**src/rtl/shift_sequencer.sv**
```systemverilog
// Multi-cycle controller for the ALU barrel shifters.
// It splits a shift amount into chunks of at most MAX_CHUNK bits and issues
// one chunk per clock to the external 3-bit shifter. Each returned value is
// folded back into an accumulator. The handshake is START/BUSY/DONE.
module shift_sequencer #(
    parameter int MAX_CHUNK = 7,
    parameter int SAT_AMT   = 8
) (
    input  logic       CLK,
    input  logic       RESET,
    input  logic       START,
    input  logic [1:0] OPCODE,
    input  logic [7:0] DATA,
    input  logic [7:0] AMOUNT,
    output logic [7:0] SH_DATA,
    output logic [2:0] SH_AMT,
    output logic       SH_SEL,
    output logic       SH_SETPIN,
    input  logic [7:0] SH_RESULT,
    output logic       BUSY,
    output logic       DONE,
    output logic [7:0] RESULT,
    output logic       ERROR
);

    localparam logic [1:0] OP_SLL = 2'b00;
    localparam logic [1:0] OP_SRA = 2'b01;
    localparam logic [1:0] OP_ROR = 2'b10;

    typedef enum logic [1:0] {
        S_IDLE = 2'b00,
        S_RUN  = 2'b01,
        S_DONE = 2'b10
    } state_t;

    state_t     state;
    logic [7:0] acc;
    logic [3:0] rem;
    logic [1:0] op;
    logic       err_flag;

    logic [3:0] start_rem;
    logic [2:0] chunk_amt;
    logic [3:0] rem_after;

    // Reduce the requested amount to the number of bit positions that actually matter.
    // Shifts clamp at SAT_AMT. A rotate wraps modulo 8. The illegal opcode does no work.
    function automatic logic [3:0] reduce_amount(input logic [1:0] opc, input logic [7:0] amt);
        logic [3:0] r;
        case (opc)
            OP_SLL, OP_SRA: r = (amt >= 8'(SAT_AMT)) ? 4'(SAT_AMT) : amt[3:0];
            OP_ROR:         r = {1'b0, amt[2:0]};
            default:        r = 4'd0;
        endcase
        return r;
    endfunction

    // Largest chunk the shifter can take this cycle.
    function automatic logic [2:0] next_chunk(input logic [3:0] r);
        return (r > 4'(MAX_CHUNK)) ? 3'(MAX_CHUNK) : r[2:0];
    endfunction

    assign start_rem = reduce_amount(OPCODE, AMOUNT);
    assign chunk_amt = next_chunk(rem);
    assign rem_after = rem - {1'b0, chunk_amt};

    // The shifter interface follows the registered state. The shifter is only
    // steered while a chunk is being issued.
    assign SH_DATA   = acc;
    assign SH_AMT    = (state == S_RUN) ? chunk_amt : 3'd0;
    assign SH_SEL    = (state == S_RUN) && (op != OP_SLL);
    assign SH_SETPIN = (state == S_RUN) && (op == OP_SRA);

    // Sequencer FSM: accept, issue chunks, then report for one cycle.
    always_ff @(posedge CLK) begin
        if (RESET) begin
            state    <= S_IDLE;
            acc      <= 8'd0;
            rem      <= 4'd0;
            op       <= 2'b00;
            err_flag <= 1'b0;
            BUSY     <= 1'b0;
            DONE     <= 1'b0;
            RESULT   <= 8'd0;
            ERROR    <= 1'b0;
        end else begin
            case (state)
                S_IDLE: begin
                    DONE  <= 1'b0;
                    ERROR <= 1'b0;
                    if (START) begin
                        acc      <= DATA;
                        op       <= OPCODE;
                        err_flag <= (OPCODE == 2'b11);
                        rem      <= start_rem;
                        BUSY     <= 1'b1;
                        if (start_rem == 4'd0) begin
                            // Nothing to shift: the operand is the answer.
                            state  <= S_DONE;
                            DONE   <= 1'b1;
                            RESULT <= DATA;
                            ERROR  <= (OPCODE == 2'b11);
                        end else begin
                            state <= S_RUN;
                        end
                    end
                end
                S_RUN: begin
                    acc <= SH_RESULT;
                    rem <= rem_after;
                    if (rem_after == 4'd0) begin
                        state  <= S_DONE;
                        DONE   <= 1'b1;
                        RESULT <= SH_RESULT;
                        ERROR  <= err_flag;
                    end
                end
                S_DONE: begin
                    // A START seen here is ignored; the next request needs IDLE.
                    state <= S_IDLE;
                    DONE  <= 1'b0;
                    ERROR <= 1'b0;
                    BUSY  <= 1'b0;
                end
                default: begin
                    state <= S_IDLE;
                    DONE  <= 1'b0;
                    ERROR <= 1'b0;
                    BUSY  <= 1'b0;
                end
            endcase
        end
    end

endmodule
```
**config.mk**
```make
export PLATFORM = sky130hd
export DESIGN_NAME = shift_sequencer
export DESIGN_NICKNAME = d
export VERILOG_FILES = /design/src/rtl/shift_sequencer.sv
export SDC_FILE = /design/constraint.sdc
export NUM_CORES = 1
export LEC_CHECK = 0
export ABC_AREA = 1
export BUFFER_PORTS_ARGS = -buffer_cell sky130_fd_sc_hd__buf_2
export CAP_MARGIN = 20
export CORE_ASPECT_RATIO = 2
export CORE_MARGIN = 8
export CORE_UTILIZATION = 30
export CTS_CLUSTER_SIZE = 40
export DETAILED_ROUTE_END_ITERATION = 10
export PLACE_DENSITY = 0.51
export SLEW_MARGIN = 40
export SYNTH_ARGS = -nofsm -noshare
export SYNTH_HDL_FRONTEND = slang
export SYNTH_SLANG_ARGS = --single-unit
```
**constraint.sdc**
```tcl
create_clock -name CLK -period 2.02 [get_ports CLK]
set_input_delay 0.202 -clock CLK [delete_from_list [all_inputs] [get_ports CLK]]
set_output_delay 0.202 -clock CLK [all_outputs]
set_load 0.05 [all_outputs]
```
# Word-level counts from Yosys, hierarchy flattened
# Index checks and enable logic that the tools add are counted.
dict set report totals {
  regBits 28
  latch_bits 0
  ram_bits 0
  rom_bits 0
  in_bits 29
  out_inout_bits 24
  wordCells 61
  mem_count 0
}
dict set report op_classes {
  addsub 1
  multipliers 0
  div 0
  order_cmp 2
  eq_ne 8
  n_shift 0
  n_mux 26
  n_bitwise 1
  reduce_logical 14
}
# cell n
set ops {}
lappend ops {{8-bit two-way mux} 4}
lappend ops {{8-bit case mux with 2 select lines} 2}
lappend ops {{4-bit case mux with 2 select lines} 2}
lappend ops {{8-bit by 4-bit >= comparator with 1-bit output (second input constant)} 1}
lappend ops {{4-bit logical NOT} 2}
lappend ops {{4-bit two-way mux} 2}
lappend ops {{2-bit AND reduction} 4}
lappend ops {{1-bit two-way mux} 7}
lappend ops {{2-bit by 1-bit equality test with 1-bit output (second input constant)} 3}
lappend ops {{2-bit two-way mux} 3}
lappend ops {{3-bit two-way mux} 2}
lappend ops {{1-bit case mux with 2 select lines} 3}
lappend ops {{2-bit equality test (second input constant)} 2}
lappend ops {{4-bit by 3-bit > comparator with 1-bit output (second input constant)} 1}
lappend ops {{2-bit logical NOT} 2}
lappend ops {{2-bit inequality test (second input constant)} 2}
lappend ops {{2-bit case mux with 2 select lines} 1}
lappend ops {{4-bit AND reduction} 1}
lappend ops {{2-bit nonzero test} 2}
lappend ops {{4-bit by 3-bit subtractor with 4-bit output} 1}
lappend ops {{1-bit logical AND} 2}
lappend ops {{2-bit by 1-bit inequality test with 1-bit output (second input constant)} 1}
lappend ops {{2-bit OR reduction} 1}
lappend ops {{1-bit NOT} 1}

# Longest topological paths before layout
# Gate-level depths: netlist of the first run.
dict set report logic_depth {
  ltp_word 7
  depth_mapped 11
}

# Least setup slack after synthesis of the first run
# OpenSTA, ideal clock, no wires.
dict set report synth_path {
  kind {register to output}
  startpoint {reg state[0]}
  endpoint {out SH_AMT[1]}
  t_arrival_ps 1611
  path_slack_ps 207
  path_stages_with_launch 6
  path_buffers 1
  path_cell_list {dfxtp_1 -> inv_2 -> nor2_4 -> inv_2 -> clkbuf_1 -> a21oi_1}
}
dict set report synth_via {
  elab_chain_cells 2
}
# item line_no
set synth_rtl {}
lappend synth_rtl {{start: declaration} 36} ;# state_t state;
lappend synth_rtl {{start signal: assignment} 77} ;# state <= S_IDLE;
lappend synth_rtl {{start signal: assignment} 99} ;# state <= S_DONE;
lappend synth_rtl {{start signal: assignment} 104} ;# state <= S_RUN;
lappend synth_rtl {{2-bit by 1-bit equality test with 1-bit output} 70} ;# assign SH_AMT = (state == S_RUN) ? chunk_amt : 3'd0;
lappend synth_rtl {{3-bit two-way mux} 70}
lappend synth_rtl {{end: declaration} 16} ;# output logic [2:0] SH_AMT,
# Every way passes these cells.

# Final worst setup path of the first run
dict set report layout_path {
  startpoint {reg rem[3]}
  endpoint {reg RESULT[5]}
}
dict set report layout_via {
  elab_chain_cells 6
}
# item line_no
set layout_rtl {}
lappend layout_rtl {{start: declaration} 38} ;# logic [3:0] rem;
lappend layout_rtl {{start signal: assignment} 95} ;# rem <= start_rem;
lappend layout_rtl {{start signal: assignment} 110} ;# rem <= rem_after;
lappend layout_rtl {{4-bit by 3-bit > comparator with 1-bit output} 60} ;# return (r > 4'(MAX_CHUNK)) ? 3'(MAX_CHUNK) : r[2:0];
lappend layout_rtl {{3-bit two-way mux} 60}
lappend layout_rtl {{4-bit by 3-bit subtractor with 4-bit output (*)} 65} ;# assign rem_after = rem - {1'b0, chunk_amt};
lappend layout_rtl {{4-bit logical NOT (*)} 111} ;# if (rem_after == 4'd0) begin
lappend layout_rtl {{2-bit by 1-bit inequality test with 1-bit output (no line) (*)} n/a}
lappend layout_rtl {{4-bit AND reduction (no line) (*)} n/a}
lappend layout_rtl {{end signal: assignment} 84} ;# RESULT <= 8'd0;
lappend layout_rtl {{end signal: assignment} 101} ;# RESULT <= DATA;
lappend layout_rtl {{end signal: assignment} 114} ;# RESULT <= SH_RESULT;
lappend layout_rtl {{end: declaration} 22} ;# output logic [7:0] RESULT,
# Every way passes the cells marked *; elsewhere a longest branch is shown, timed or not.
# A chain may end at the register's enable or synchronous reset.

==> impl_results.md, run 1 <==
* Outcome: complete, no violations
* RSZ-0062 raised after global routing: no
* Post-route clock period utilization at 91.5%
* PortBufs at 52
* Skew final at 0.00794 ns
* CTS tree: done
* Top-count cell post-synth: nand2_1
* Clock buffer depth at 2
* Largest net degree at the start of global routing at 25
* Final ANT Viol Nets at 0
* Initial antenna violation count at 0
* WP data required at 2.19 ns
* Die area at 0.00695 mm2
* Netlist cell types at 22
* Endpoints failing setup at 0
* Flops & latches, synth at 28
* Crit-path cells: inv_1 > nor2_1 > inv_1 > ha_1 > a21boi_0 > nand2_1 > a21oi_4 > buf_12 > nand3_1 > nand2_1 > nor2_1
* Final hold violations at 0
* Setup crit end kind: register
* Max-Cap Viols at 0
* Starting Density at 31.0%
* Gpl congestion at 0.823
* Total gr overflow at 0
* Placed Cells at 287
* Ant diodes at 0
* Area grow syn2layout at 27.5%
* # hold bufs at CTS at 0
* Largest area contributor in the netlist: dfxtp_1
* Max Freq at 0.541 GHz
* Seq/Total Area, Yosys at 42.1%
* Final Max Slew Viols at 0
* Clock Latency Late Sink at 0.27 ns
* Tot GR Track Use at 11.3%
* Buffers & Inverters on Critical Path at 3
* Dpl hpwl at 2970 um
* Routed wire length at 3870 um
* Share of layout cells above drive strength 1 at 31.6%
* Slowest CP cell: dfxtp_1
* Worst-margin pin slew at 0.627 ns
* Synth top area cells: dfxtp_1 (42%), a21oi_1 (9.8%), o21ai_0 (9.4%)
* Syn. warnings at 0
* Root buffer cell: clkbuf_8
* Rel. slew slack at 58.1%
* Worst Path Arrival at 2.01 ns
* DRT iter0 DRCs at 31
* Area of the mapped netlist at 0.00133 mm2
* Die Span X at 63.1 um
* CTS Sinks at 28
* Avg Cell Area, Syn at 7.08 um2
* Mux cell area share after synthesis at 0%
* Leakage power at 0.830 nW
* Synth Area in Simple Gates at 27.5%
* DRC Markers at 0
* Fin crit period at 1.85 ns
* Crit Path Category: register to register
* Hold Path Class: input port to register
* Hold WS at 0.191 ns
* Post-Layout Cell Count at 291
* Util after Layout at 39.5%
* Mapped Nets at 218
* First-pass DRT Iterations at 4
* CP delay by family, top: simple AND/OR/NAND/NOR gates
* XOR/XNOR Fraction of Synth Area at 0%
* Worst path max stage delay at 0.37 ns
* Synth Area in Adders at 0.940%
* CP max FO at 17
* Drt wl/cell at 13.3 um
* Ys async rst share at 0%
* Row cnt at 34
* H-Tree Depth at 1
* Finished Cell Area at 0.00170 mm2
* Core Box Area at 0.00430 mm2
* Synth Flop Type: dfxtp_1
* Routed via count at 1,373
* Worst-path clk slew at 0.10 ns
* CTS resizes at 0
* NumNets Final at 268
* Setup crit start kind: register
* Post-synth top area share at 42.1%
* Max rail drop VDD at 0.381 mV
* CTS Buf Count at 3
* Top-level port count at 53
* Placed Area at 0.00164 mm2
* PwrDens at 1070 mW/mm2
* Die Span Y at 110 um
* Mapped Cells at 188
* Via density at 4.72
* Largest family of logic cells by synthesized area: simple AND/OR/NAND/NOR gates
* Synth Area in Compound Gates at 22.2%
* Setup repair bufs after CTS at 0
* Number of synthesized flops with an enable pin at 0
* Vias in the first global route at 1,432
* Top cells by count, synth: nand2_1 (32), dfxtp_1 (28), a21oi_1 (26)
* First-pass GRT wire length at 6450 um
* Total negative slack at 0 ns
## flip-flops by register name, indices dropped and copies added (netlist names)
name,cells
err_flag,1
RESULT,8
ERROR,1
op,2
rem,4
DONE,1
BUSY,1
state,2
SH_DATA,8
## layout make-up
type / instances / area [um2]
inverters: 14 / 52.6
well taps: 54 / 67.6
repair buffers: 54 / 288
clock buffers: 4 / 55.1
fillers: 509 / 2600
multi-input cells: 137 / 674
flip-flops and latches: 28 / 561
## path summary, 6_finish.rpt
kind	start	end	slack (ns)	depth (start not counted)
min reg2reg	BUSY$_SDFFE_PP0P_	BUSY$_SDFFE_PP0P_	0.47	2
max reg2reg	rem[3]$_SDFFE_PP0P_	RESULT[5]$_SDFFE_PP0P_	0.17	11
min	OPCODE[0]	op[0]$_SDFFE_PP0P_	0.19	3
max	rem[3]$_SDFFE_PP0P_	RESULT[5]$_SDFFE_PP0P_	0.17	11
## per-stage QoR
step | setup WS (ns) | power (mW)
3_5_place_dp | 0.196 | 1.50
3_3_place_gp | 0.266 | 1.50
4_1_cts | 0.176 | 1.86
2_1_floorplan | 0.207 | 1.30
5_1_grt | 0.00760 | 1.95
6_report | 0.172 | 1.82
## worst min-delay path, delay by kind of cell
kind / cells / cell delay [ns]
AO/OA/AOI/OAI: 1 / 0.05
buffers and inverters: 1 / 0.11
AND/OR/NAND/NOR: 1 / 0.06
## layer usage
metal  wire length (um)  vias up  global-route usage [%]  part of all wire [%]
met3                203        2                    2.43                   5.3
li1                   -      716                       -                     -
met2               2080       33                    22.0                    54
met1               1520      622                    10.7                    39
met4                 55        0                    5.75                   1.4
met5                  0        -                       0                     0
## report_power, final
group / switching [mW] / internal, mW / leakage [nW]
logic: 0.563 / 0.217 / 0.570
clock network: 0.170 / 0.174 / 0.0288
registers: 0.0570 / 0.643 / 0.231
## logic make-up (layout without fill, tap and decap cells)
logic type / count (synthesis) / count (layout)
buffers and inverters: 23 / 72
adder cells (fa/ha/maj): 1 / 1
AO/OA/AOI/OAI: 55 / 55
AND/OR/NAND/NOR: 81 / 81
flip-flops: 28 / 28
## placed cells by master, fill, tap and decap left out
cell / n
buf_2: 52
nand2_1: 32
dfxtp_1: 28
a21oi_1: 26
o21ai_0: 25
nor2_1: 20
nand3_1: 15
inv_1: 11
or2_2: 9
clkbuf_8: 4
inv_2: 3
nor2_4: 1
nand2_4: 1
a21boi_0: 1
nor3_1: 1
nand4_1: 1
a21oi_4: 1
nand2_2: 1
a21oi_2: 1
a22oi_1: 1
ha_1: 1
buf_12: 1
buf_4: 1
Note: power is estimated with default switching activity, not from simulation.
==> run 2, diff against run 1 <==
==> constraint.sdc (replaced) <==
create_clock -name CLK -period 2 [get_ports CLK]
set_input_delay 0.2 -clock CLK [delete_from_list [all_inputs] [get_ports CLK]]
set_output_delay 0.2 -clock CLK [all_outputs]
set_load 0.05 [all_outputs]
==> run 2 against run 1 <==
Non-clock buffer count increased by 4. Via count increased by 0.51%. Worst hold slack got worse by 0.0013 ns. Critical path type unchanged.
==> impl_results.md, run 2 (synthesis gave the netlist of run 1 again) <==
* Outcome: complete, no violations
* Post-route clock period utilization at 88.5%
* Die Span Y at 110 um
* PortBufs at 52
* First-pass GRT wire length at 6340 um
* CTS Buf Count at 3
* Final ANT Viol Nets at 0
* Most common cell after layout, fill and taps aside: buf_2
* Vias in the first global route at 1,409
* Total negative slack at 0 ns
* Tot GR Track Use at 11.2%
* Crit Path Category: register to register
* Worst-margin pin slew at 0.614 ns
* Footprint of the multi-input gates at 674 um2
* Final hold violations at 0
* H-Tree Depth at 1
* Hold Path Class: input port to register
* Clock Latency Late Sink at 0.27 ns
* Die Span X at 63.1 um
* Top-level port count at 53
* Most frequent cells in the layout: buf_2 (52), nand2_1 (32), dfxtp_1 (28)
* CTS resizes at 0
* Root buffer cell: clkbuf_8
* Fillers at 498
* Setup crit start kind: register
* DRC Markers at 0
* Max-Cap Viols at 0
* Reg2Reg Depth at 11
* Ant diodes at 0
* Fin crit period at 1.77 ns
* CTS Sinks at 28
* Max rail drop VDD at 0.525 mV
* Final Max Slew Viols at 0
* Die area at 0.00695 mm2
* WP data required at 2.17 ns
* Worst Hold Path EP: op[0]$_SDFFE_PP0P_
* Area grow syn2layout at 28.8%
* CTS tree: done
* Hold_sp: OPCODE[0]
* Gpl congestion at 0.813
* Rel. slew slack at 59.0%
* CP max FO at 17
* RSZ-0062 raised after global routing: no
* DRT iter0 DRCs at 25
* WHS Path Cells at 3
* Row cnt at 34
* Starting Density at 31.0%
* PwrDens at 1060 mW/mm2
* Setup crit end kind: register
* Largest net degree at the start of global routing at 24
* Via density at 4.69
* Endpoints failing setup at 0
* Drt wl/cell at 13.0 um
* Max Freq at 0.565 GHz
* Worst-path clk slew at 0.09 ns
* Share of layout cells above drive strength 1 at 32.5%
* Clock buffer depth at 2
* R2R Path End: RESULT[2]$_SDFFE_PP0P_
* FF-to-FF setup slack at 0.23 ns
* Worst Path Arrival at 1.94 ns
* First-pass DRT Iterations at 4
* Leakage power at 0.842 nW
* Skew final at 0.00449 ns
* Util after Layout at 39.9%
* Total gr overflow at 0
* Routed via count at 1,380
* Routed wire length at 3810 um
* Register area at 561 um2
* Core Box Area at 0.00430 mm2
* Reg2Reg Launch Point: rem[3]$_SDFFE_PP0P_
* NumNets Final at 272
* Initial antenna violation count at 0
* Dpl hpwl at 2950 um
run 2: cell count changes in the layout (fill, tap and decap cells not counted):
cell      delta
buf_4        +4
clkbuf_8     -1
run 2: report_power, final:
part	leakage, nW	switching, mW	internal [mW]
clock	0.0216	0.165	0.135
combinational	0.589	0.571	0.242
sequential	0.231	0.0577	0.650
run 2: metrics by stage:
stage / hold WS [ns] / instance area [um2] / worst slack [ns] / std cells / total power, mW
floorplan: 0.345 / 1330 / 0.189 / 188 / 1.31
global placement: 0.449 / 1650 / 0.219 / 288 / 1.52
detailed placement: 0.458 / 1650 / 0.174 / 288 / 1.52
CTS: 0.185 / 1710 / 0.160 / 293 / 1.84
global route: 0.187 / 1710 / 0.0621 / 294 / 1.94
finish: 0.190 / 1710 / 0.229 / 294 / 1.82
run 2: how the worst max path moves through the flow:
stage,from,end,slack (ns),cells after the start
after floorplan,state[0]$_SDFFE_PP0P_,SH_AMT[1],0.19,5
after global placement,rem[3]$_SDFFE_PP0P_,RESULT[5]$_SDFFE_PP0P_,0.22,11
after detailed placement,rem[3]$_SDFFE_PP0P_,RESULT[2]$_SDFFE_PP0P_,0.17,11
after CTS,rem[3]$_SDFFE_PP0P_,RESULT[2]$_SDFFE_PP0P_,0.16,11
after global routing,rem[3]$_SDFFE_PP0P_,RESULT[1]$_SDFFE_PP0P_,0.06,11
final,rem[3]$_SDFFE_PP0P_,RESULT[2]$_SDFFE_PP0P_,0.23,11
run 2: critical path, stage by stage (launching register included):
cell and delay, ns:
dfxtp_1 0.36, inv_1 0.12, nor2_1 0.06, inv_1 0.06
ha_1 0.16, a21boi_0 0.24, nand2_1 0.15, a21oi_4 0.16
buf_12 0.15, nand3_1 0.08, nand2_1 0.09, nor2_1 0.04
run 2: routing by layer:
| metal | vias up | GRT usage, % | part of all wire (%) |
|---|---|---|---|
| met5 | - | 0 | 0 |
| met1 | 610 | 10.0 | 37 |
| met3 | 6 | 3.04 | 6.3 |
| li1 | 727 | - | - |
| met2 | 37 | 21.7 | 54 |
| met4 | 0 | 6.73 | 2.7 |
run 2: what timing repair did:
action	4_1_cts	5_1_grt
cloned	0	0
endpoints found under the setup margin	1	1
endpoints found under the hold margin	0	0
buffers inserted	2	1
pin swaps	1	1
hold buffers	0	0
run 2: cell type report:
type,instances,share of cell area (%)
multi-input cells,137,39.3
flip-flops and latches,28,32.7
repair buffers,58,18.5
well taps,54,3.94
inverters,14,3.07
clock buffers,3,2.41
==> run 3, diff against run 2 <==
--- a/config.mk
+++ b/config.mk
@@ -8,9 +8,10 @@
 export ABC_AREA = 1
 export BUFFER_PORTS_ARGS = -buffer_cell sky130_fd_sc_hd__buf_2
 export CAP_MARGIN = 20
-export CORE_ASPECT_RATIO = 2
+export CORE_ASPECT_RATIO = 0.9
 export CORE_MARGIN = 8
 export CORE_UTILIZATION = 30
+export CTS_CLUSTER_DIAMETER = 60
 export CTS_CLUSTER_SIZE = 40
 export DETAILED_ROUTE_END_ITERATION = 10
 export PLACE_DENSITY = 0.51
==> run 3 against run 2 <==
Fmax increased by 1.0%. Die area decreased by 1.8%. Wire length decreased by 4.1%. Sequential cell count unchanged. Power increased by 2.6%. Utilization about the same. Final cell count increased by 3.4%. Critical endpoint is now RESULT[3]$_SDFFE_PP0P_. Highest routed layer unchanged.
==> impl_results.md, run 3 (synthesis gave the netlist of run 1 again) <==
* Routed wire length at 3660 um
* Skew final at 0.00475 ns
* Max-Cap Viols at 0
* CTS Sinks at 28
* Core Box Area at 0.00437 mm2
* Clock share of power at 18.6%
* Critical path destination: RESULT[3]$_SDFFE_PP0P_
* Top-level port count at 53
* Final hold violations at 0
* Final ANT Viol Nets at 0
* Die area at 0.00683 mm2
* CTS resizes at 0
* Worst-path clk slew at 0.09 ns
* Root buffer cell: clkbuf_8
* Finished Cell Area at 0.00175 mm2
* CP delay by family, top: simple AND/OR/NAND/NOR gates
* Gpl congestion at 0.780
* Via density at 4.36
* Setup repair bufs after CTS at 0
* First-pass GRT wire length at 6090 um
* Die Span X at 86.2 um
* Power Internal at 1.07 mW
* Vias in the first global route at 1,306
* Max Freq at 0.571 GHz
* Buffers & Inverters on Critical Path at 3
* Initial antenna violation count at 0
* Worst Path Arrival at 1.93 ns
* R2R Path End: RESULT[3]$_SDFFE_PP0P_
* Tot GR Track Use at 11.0%
* Total negative slack at 0 ns
* Endpoints failing setup at 0
* CTS tree: done
* # hold bufs at CTS at 0
* Routed via count at 1,324
* Crit-path cells: inv_1 > nor2_1 > inv_1 > ha_1 > a21boi_0 > nand2_1 > a21oi_4 > buf_12 > nand3_1 > nand2_1 > nor2_1
* Largest net degree at the start of global routing at 24
* PortBufs at 52
* Outcome: complete, no violations
* Setup crit end kind: register
* Ant diodes at 0
* Switch share at 42.7%
* Most common cell after layout, fill and taps aside: buf_2
* Dpl hpwl at 2760 um
* Starting Density at 30.4%
* Max rail drop VDD at 0.397 mV
* Leakage power at 0.854 nW
* WP data required at 2.18 ns
* Util after Layout at 39.9%
* Most frequent cells in the layout: buf_2 (52), nand2_1 (32), dfxtp_1 (28)
* Total gr overflow at 0
* Clock Latency Late Sink at 0.27 ns
* Hold Path Class: input port to register
* Reg2Reg Depth at 11
* Flop pwr share at 37.9%
* Fin crit period at 1.75 ns
* DRC Markers at 0
* CP max FO at 17
* Clock buffer depth at 2
* Worst-margin pin slew at 0.602 ns
* H-Tree Depth at 1
* Area grow syn2layout at 31.1%
* Final Max Slew Viols at 0
* Crit Path Category: register to register
* Drt wl/cell at 12.0 um
* NumNets Final at 273
* Slowest CP cell: dfxtp_1
* Reg2Reg Launch Point: rem[3]$_SDFFE_PP0P_
* First-pass DRT Iterations at 4
* Fin worst setup slack at 0.248 ns
* Placement Setup Slack at 0.201 ns
* PwrDens at 1070 mW/mm2
* Worst path max stage delay at 0.36 ns
* Post-route clock period utilization at 87.6%
* Number of cells on the critical path at 11
* Final Total Pwr at 1.87 mW
* CTS Buf Count at 3
* Placed Area at 0.00166 mm2
* Row cnt at 23
* RSZ-0062 raised after global routing: no
* FF-to-FF setup slack at 0.25 ns
* Worst Setup SP: rem[3]$_SDFFE_PP0P_
* Setup crit start kind: register
* Share of layout cells above drive strength 1 at 33.1%
* DRT iter0 DRCs at 47
* P_sw at 797 uW
* Comb power frac at 43.5%
* Die Span Y at 79.2 um
* Rel. slew slack at 59.8%
## run 3: cell types whose count changed in the layout (fill, tap and decap cells not counted), sizes merged
| cell | change |
|---|---|
| clkbuf | +1 |
| buf | +1 |
## run 3: cell type report
type                            count  area [um2]
Multi-Input combinational cell    137         674
Tap cell                           62        77.6
Sequential cell                    28         561
Timing Repair Buffer               59         325
Fill cell                         495        2630
Clock buffer                        4        55.1
Inverter                           14        52.6
## run 3: worst reg2reg max path: stages (launching register included)
cell      delay, ns
dfxtp_1        0.36
inv_1          0.12
nor2_1         0.07
inv_1          0.05
ha_1           0.14
a21boi_0       0.25
nand2_1        0.15
a21oi_4        0.16
buf_12         0.15
nand3_1        0.07
nand2_1        0.09
nor2_1         0.05
## run 3: stage by stage
step	cells	hold slack, ns
after CTS	300	0.166
after detailed placement	296	0.454
after global placement	296	0.457
final	304	0.172
after floorplan	188	0.345
after global routing	304	0.175
## run 3: worst min path at each step
stage / start / endpoint / slack, ns / cells past startpoint
floorplan: OPCODE[0] / op[0]$_SDFFE_PP0P_ / 0.34 / 2
global placement: err_flag$_SDFFE_PP0P_ / err_flag$_SDFFE_PP0P_ / 0.46 / 2
global route: RESET / DONE$_SDFFE_PP0P_ / 0.17 / 2
detailed placement: BUSY$_SDFFE_PP0P_ / BUSY$_SDFFE_PP0P_ / 0.45 / 2
CTS: RESET / DONE$_SDFFE_PP0P_ / 0.17 / 2
finish: RESET / DONE$_SDFFE_PP0P_ / 0.17 / 2
## run 3: power by group through the flow
stage                     clock [mW]  sequential (mW)  combinational [mW]
final                          0.348            0.707               0.813
after global routing           0.387            0.722               0.896
after CTS                      0.368            0.709               0.798
after detailed placement           0            0.721               0.797
after global placement             0            0.721               0.793
after floorplan                    0            0.939               0.374
## run 3: metal layers
layer / part of all wire [%] / global-route usage, % / up-vias / wire length (um)
met5: 0 / 0 / - / 0
met4: 0.52 / 2.58 / 0 / 19
met3: 7.4 / 4.33 / 2 / 272
met2: 46 / 18.5 / 26 / 1670
met1: 46 / 12.8 / 569 / 1690
li1: - / - / 727 / -
